$ cat src/rtl/rgb_pwm_driver.sv
// RGB LED PWM driver: captures colour/duty at period boundaries and drives three glitch-free outputs.
// Optional macro RGB_FADE_EN adds a per-period fade-in of the on-time.
module rgb_pwm_driver #(
   parameter int PWM_BITS  = 8,
   parameter int FADE_STEP = 16
) (
   input  logic                clk,
   input  logic                rst,
   input  logic                enable,
   input  logic [2:0]          colour,
   input  logic [PWM_BITS-1:0] duty,
   output logic [2:0]          rgb,
   output logic                period_tick,
   output logic                colour_err
);

   typedef enum logic {IDLE, RUN} state_t;

   state_t              state, state_n;
   logic [PWM_BITS-1:0] cnt, cnt_n;
   logic [2:0]          col_q, col_n, col_in;
   logic [PWM_BITS-1:0] duty_q, duty_n;
   logic [PWM_BITS-1:0] eff_n;
   logic                err_n, load;
   logic [2:0]          rgb_n;
   logic                tick_n;

`ifdef RGB_FADE_EN
   localparam int STEP_C = (FADE_STEP > (1 << PWM_BITS)) ? (1 << PWM_BITS) : FADE_STEP;
   localparam logic [PWM_BITS:0] STEP = STEP_C[PWM_BITS:0];

   logic [PWM_BITS-1:0] fade_q, fade_n;

   // One extra bit on the sum so a large step saturates at the limit instead of wrapping.
   function automatic logic [PWM_BITS-1:0] fade_sat(input logic [PWM_BITS-1:0] base,
                                                    input logic [PWM_BITS-1:0] lim);
      logic [PWM_BITS:0] sum;
      sum = {1'b0, base} + STEP;
      return (sum > {1'b0, lim}) ? lim : sum[PWM_BITS-1:0];
   endfunction
`else
   logic unused_fade;
   assign unused_fade = ^FADE_STEP;
`endif

   always_comb begin
      state_n = state;
      cnt_n   = cnt;
      load    = 1'b0;
      case (state)
         IDLE: begin
            cnt_n = '0;
            if (enable) begin
               state_n = RUN;
               load    = 1'b1;
            end
         end
         RUN: begin
            if (!enable) begin
               state_n = IDLE;
               cnt_n   = '0;
            end else begin
               cnt_n = cnt + 1'b1;
               load  = (cnt == '1);
            end
         end
         default: state_n = IDLE;
      endcase

      col_in = (colour == 3'd7) ? 3'd0 : colour;
      col_n  = load ? col_in : col_q;
      duty_n = load ? duty : duty_q;
      err_n  = colour_err | (load && colour == 3'd7);

`ifdef RGB_FADE_EN
      fade_n = fade_q;
      if (load) begin
         if (state == IDLE || col_n != col_q)
            fade_n = fade_sat('0, duty);
         else
            fade_n = fade_sat(fade_q, duty);
      end
      eff_n = fade_n;
`else
      eff_n = duty_n;
`endif

      // Outputs are computed from next-cycle register values so they can themselves be flops.
      rgb_n  = (state_n == RUN && cnt_n < eff_n) ? col_n : 3'b000;
      tick_n = (state_n == RUN) && (cnt_n == '0);
   end

   always_ff @(posedge clk) begin
      if (rst) begin
         state       <= IDLE;
         cnt         <= '0;
         col_q       <= '0;
         duty_q      <= '0;
         colour_err  <= 1'b0;
         rgb         <= 3'b000;
         period_tick <= 1'b0;
`ifdef RGB_FADE_EN
         fade_q      <= '0;
`endif
      end else begin
         state       <= state_n;
         cnt         <= cnt_n;
         col_q       <= col_n;
         duty_q      <= duty_n;
         colour_err  <= err_n;
         rgb         <= rgb_n;
         period_tick <= tick_n;
`ifdef RGB_FADE_EN
         fade_q      <= fade_n;
`endif
      end
   end

endmodule

$ cat config.mk
export PLATFORM = sky130hd
export DESIGN_NAME = rgb_pwm_driver
export DESIGN_NICKNAME = d
export VERILOG_FILES = /design/src/rtl/rgb_pwm_driver.sv
export SDC_FILE = /design/constraint.sdc
export NUM_CORES = 1
export LEC_CHECK = 0
export CAP_MARGIN = 40
export CORE_ASPECT_RATIO = 0.7
export CORE_MARGIN = 4
export CORE_UTILIZATION = 50
export CTS_CLUSTER_SIZE = 14
export DETAILED_ROUTE_END_ITERATION = 7
export PLACE_DENSITY = 0.83
export SLEW_MARGIN = 20
export SYNTH_ARGS = -nofsm -noshare
export SYNTH_HDL_FRONTEND = slang
export SYNTH_SLANG_ARGS = --single-unit
$ cat constraint.sdc
create_clock -name clk -period 4.6 [get_ports clk]
set_input_delay 0.92 -clock clk [delete_from_list [all_inputs] [get_ports clk]]
set_output_delay 0.92 -clock clk [all_outputs]
set_load 0.1 [all_outputs]
======== Word-level counts from Yosys, hierarchy flattened ========
Index checks and enable logic that the tools add are counted.
storage, ports and cells
  output and inout bits ................... 5
  input port bits ......................... 14
  flip-flop bits (word level) ............. 25
cells by class
  equal/unequal tests ..................... 2
  muxes and demuxes ....................... 8
  add/subtract/negate cells ............... 1
  order comparisons ....................... 1
  reduce and logical (&&, ||, !) cells .... 5
  bitwise logic cells ..................... 3
operator list
  operator                                                       count
  8-bit 2-to-1 mux                                               2
  8-bit case mux with 2 select lines                             1
  8-bit by 1-bit adder with 8-bit output, second input constant  1
  8-bit equality test, second input constant                     1
  8-bit zero test                                                1
  8-bit < comparator                                             1
  3-bit 2-to-1 mux                                               2
  3-bit equality test, second input constant                     1
  1-bit logical AND                                              3
  1-bit 2-to-1 mux                                               2
  1-bit inverter                                                 2
  1-bit case mux with 2 select lines                             1
  2-bit OR reduction                                             1
  1-bit OR                                                       1

======== Longest topological paths before layout ========
  word-level depth ........................ 8
  gate-level depth with buffers ........... 10

======== Least setup slack after synthesis ========
OpenSTA, ideal clock, no wires.
  kind .................................... input -> register
  from .................................... input enable
  to ...................................... register rgb[2]
  cell stages on the path ................. 9
  setup time .............................. 128 ps
  required time ........................... 4472 ps
  setup slack ............................. 1784 ps
  buffers on the path ..................... 1
  arrival time ............................ 2688 ps
  path through ............................ buf_2 > nand2_1 > or4_1 > nand2_1 > ha_1 > nand4_1 > or2_2 > a31oi_1 > nor3_1
on the way
  elaborated cells on any way between the ends .. 11
  those cells by class .................... 1 x order compare; 7 x mux; 1 x bitwise; 2 x reduce/logical
RTL lines
  item                                RTL line  text
  from (decl)                         9         input logic enable,
  8-bit 2-to-1 mux                    59        if (!enable) begin
  8-bit case mux with 2 select lines  50        case (state)
  net cnt_n[5]                        20        logic [PWM_BITS-1:0] cnt, cnt_n;
  8-bit < comparator                  89        rgb_n = (state_n == RUN && cnt_n < eff_n) ? col_n : 3'b000;
  1-bit logical AND                   89
  1-bit inverter (no line)            -
  2-bit OR reduction (no line)        -
  to (signal assigned)                111       rgb <= rgb_n;
  to (decl)                           12        output logic [2:0] rgb,
The timed path passes the listed nets, and every way through them passes these cells.
A chain may end at the register's enable or synchronous reset.

======== Worst setup path in the final report ========
  from .................................... input enable
  to ...................................... register rgb[2]
on the way
  cells in the longest elaborated chain, start to end .. 7
  elaborated cells on any way between the ends .. 11
  those cells by class .................... 1 x order compare; 7 x mux; 1 x bitwise; 2 x reduce/logical
RTL lines
  item                                        RTL line  text
  1-bit 2-to-1 mux, on equally long branches  59, 53
  1-bit case mux with 2 select lines          50
  8-bit 2-to-1 mux                            72        duty_n = load ? duty : duty_q;
  8-bit < comparator                          89
  1-bit logical AND                           89
  1-bit inverter (no line)                    -
  2-bit OR reduction (no line)                -
Several ways; a longest one is shown, not always the timed one.

==> impl_summary.log <==
[metrics] outcome: complete, no violations
[metrics] CP Class: in2reg
[metrics] Routed Antenna Nets: 0
[metrics] number of sinks handled by clock tree synthesis: 25
[metrics] growth of design area from synthesis to finish: 24.3%
[metrics] sum of net half-perimeters after detailed placement: roughly 2.2 mm
[metrics] GRT overflow: 0
[metrics] list of cells traversed by the critical path: clkdlybuf4s50_1, nand4_1, o22ai_2, buf_4, mux2i_1, ha_1, nand4_1, or2_2, a31oi_1, nor3_1
[metrics] clock period minus worst slack: between 3 and 4 ns
[metrics] setup repair after global routing missed its margin: false
[metrics] clock skew after layout: slightly above 0.005 ns
[metrics] RePlAce Congestion: 0.861
[metrics] number of placement rows: 14
[metrics] number of buffers added to fix hold violations after cts: 0
[metrics] First DRT Iteration DRCs: 54
[metrics] ratio of routed vias to standard cells: 5.57
[metrics] Hold/Removal Path Class: reg2reg
[metrics] cell at the root of the clock tree: clkbuf_4
[metrics] final-report setup violation count: 0
[metrics] ratio of total power to cell area: between 200 and 300 nW/um2
[metrics] clock transition time at the flip-flop clock pins of the worst setup and hold paths: about 0.13 ns
[metrics] fmax: between 0.3 and 0.4 GHz
[metrics] async set-or-reset flop fraction in the synthesized netlist: 0%
[metrics] Worst path most repeated cell: nand4_1
[metrics] average footprint of a synthesized cell: around 9.3 um2
[metrics] Synthesized Nets: roughly 150
[metrics] proportion of total power due to net switching: 26.6%
[metrics] Core Region: between 2000 and 2500 um2
[metrics] sequential-to-total area share from yosys stat: between 40% and 50%
[metrics] Post-synth top flop: dfxtp_1
[metrics] total detailed-routing wirelength: 2.77 mm
[metrics] Vert. Die Dim: 49.4 um
[metrics] slowest cell on the critical path: clkdlybuf4s50_1
[metrics] register-to-register path setup slack: approximately 1.8 ns
[metrics] proportion of power drawn by flip-flops and latches: between 50% and 60%
[metrics] Avg WL per Cell: 14.9 um
[metrics] flip-flop and latch count after synthesis: 25
[metrics] reported net switching power: between 0.1 and 0.15 mW
[metrics] fraction of layout instances using a drive strength above 1: roughly a tenth
[metrics] largest net degree at the start of global routing: 23
[metrics] Port-buffer cells: 18
[metrics] antenna cell count: 0
[metrics] htree depth: 1
[metrics] Hold Fails Final Rpt: 0
[metrics] number of synthesized flops with an enable pin: 0
[metrics] antenna violations before repair: 0
[metrics] clock tree from TritonCTS: done
[metrics] remaining design rule violation count: 0
[metrics] top post-synthesis cells by area: dfxtp_1 41%, mux2i_1 9.8%, ha_1 8.2%
[metrics] static power due to leakage: between 0.6 and 0.7 nW
[metrics] Overall Power: between 0.3 and 0.4 mW
[metrics] Syn. warnings: 0
[metrics] synthesized netlist cell count: ~130
[metrics] Clk network pwr share: 23.9%
[metrics] library cells used by synthesis: 36
[metrics] peak per-stage delay on the critical path: approximately 0.66 ns
[metrics] Mapped Area: approximately 1200 um2
[metrics] overall via count from detail_route: between 1,000 and 1,500
[metrics] Arr. time, crit path: roughly 3.5 ns
[metrics] Relative slew margins: between 40% and 50%
[metrics] leading cell type in the layout, fill and taps excluded: dfxtp_1
[metrics] first drt pass iteration count: 4
[metrics] critical-path maximum fanout: 12
[metrics] logic gate share of total power: about 18%
[metrics] Bufs on Longest Clock Path: 2
[metrics] Slew Limit Fails: 0
[metrics] internal portion of total power: 0.288 mW
[metrics] Max rail drop VDD: 240 uV
[metrics] number of buffers created by CTS: 3
[metrics] summed negative setup slack over all endpoints: 0 ns
[metrics] kind of end point of the critical path: register
[metrics] width of the die: about 67 um
[metrics] Gates resized, CTS repair: 0
[metrics] area of the die: between 3000 and 4000 um2
[metrics] NumNets Final: roughly 180
[metrics] via count of the first global-routing pass: between 900 and 1,000
[metrics] wire length of the first global-routing pass: approximately 4.2 mm
[metrics] starting density of the core: between 50 and 60%
[metrics] top cell type by total area after synthesis: dfxtp_1
[metrics] area share of the largest cell type after synthesis: between 40 and 50%
[metrics] Maximum Capacitance Violations: 0
[metrics] GRT Util Overall: between 10% and 20%
[metrics] I/O pins: 19
[metrics] # fillers: 185
[metrics] worst path required time: ~4.8 ns
[metrics] Worst Tran Pin Value: 0.821 ns
[metrics] commonest non-fill, non-tap cells in the layout: 25 x dfxtp_1, 18 x clkdlybuf4s50_1, 17 x nor2_1, 12 x mux2i_1, 8 x ha_1
[metrics] critical path launch point type: input pin
[metrics] final cycle utilization of the critical path: a little over two thirds
[metrics] latest clock arrival within the worst-skew pair: approximately 0.31 ns
[metrics] number of buffers inserted by post-CTS setup repair: 0
==> worst paths after layout <==
| kind | to | cells past startpoint | startpoint |
|---|---|---|---|
| min reg2reg | colour_err | 2 | colour_err |
| min | colour_err | 2 | colour_err |
| max | rgb[2] | 10 | enable |
| max reg2reg | rgb[2] | 10 | cnt[0] |
==> critical path: cells and delay by family <==
kind                     cells  cell delay [ns]
multiplexers                 1             0.32
adder cells (fa/ha/maj)      1             0.19
AO/OA/AOI/OAI                2             0.40
buffers and inverters        2             0.91
AND/OR/NAND/NOR              4             0.71
==> cell families (layout without fill, tap and decap cells) <==
logic type      count (synthesis)  in the layout  synth area share [%]
compound gates                 19             19                  11.0
buf+inv                        10             32                  3.99
xor+xnor                        3              3                  2.15
flops                          25             25                  40.9
fa+ha+maj                       8              8                  8.19
mux                            13             13                  10.7
simple gates                   54             54                  23.0
==> per-layer routing <==
layer | up-vias | GRT usage [%] | routed length [um]
met5 | - | 0 | 0
met4 | 0 | 2.02 | 13
met3 | 2 | 5.53 | 164
met2 | 34 | 29.4 | 1330
met1 | 478 | 21.1 | 1260
li1 | 522 | - | -
==> power groups by stage <==
stage / clock network [mW] / registers, mW / logic (mW)
floorplan: 0 / 0.243 / 0.0326
global placement: 0 / 0.233 / 0.0627
detailed placement: 0 / 0.233 / 0.0704
CTS: 0.0982 / 0.228 / 0.0705
global route: 0.108 / 0.229 / 0.0755
finish: 0.0939 / 0.228 / 0.0707
==> registers in the layout, indices dropped and copies added (netlist names) <==
name / count
state: 1
duty_q: 8
rgb: 3
colour_err: 1
cnt: 8
period_tick: 1
col_q: 3
==> cell usage after synthesis (2+ instances only) <==
cell type	instances
a21boi_0	3
a21oi_1	5
buf_2	3
dfxtp_1	25
ha_1	8
inv_1	4
mux2i_1	12
nand2_1	5
nand3_1	7
nand4_1	4
nor2_1	17
nor2b_1	3
nor3_1	7
o2111ai_1	2
o21ai_0	3
or3_1	2
or4_1	2
xnor2_1	2
==> per-stage QoR <==
stage	setup WS (ns)	instances	cell area [um2]	hold WS [ns]	utilization, %
after floorplan	1.78	132	1220	0.455	-
after global placement	1.13	177	1420	0.456	63.2
after detailed placement	1.01	182	1490	0.484	66.5
after CTS	1.37	186	1520	0.514	67.7
after global routing	1.15	186	1520	0.536	67.7
final	1.35	186	1520	0.500	67.7
==> area by class of cell <==
| class | instances | area, um2 | share of cell area, % |
|---|---|---|---|
| clock buffers | 3 | 22.5 | 1.48 |
| clock inverters | 1 | 5.00 | 0.329 |
| inverters | 4 | 15.0 | 0.988 |
| multi-input cells | 97 | 673 | 44.3 |
| flip-flops and latches | 25 | 500 | 32.9 |
| well taps | 32 | 40.0 | 2.64 |
| repair buffers | 24 | 263 | 17.3 |
Note: power is estimated with default switching activity, not from simulation.
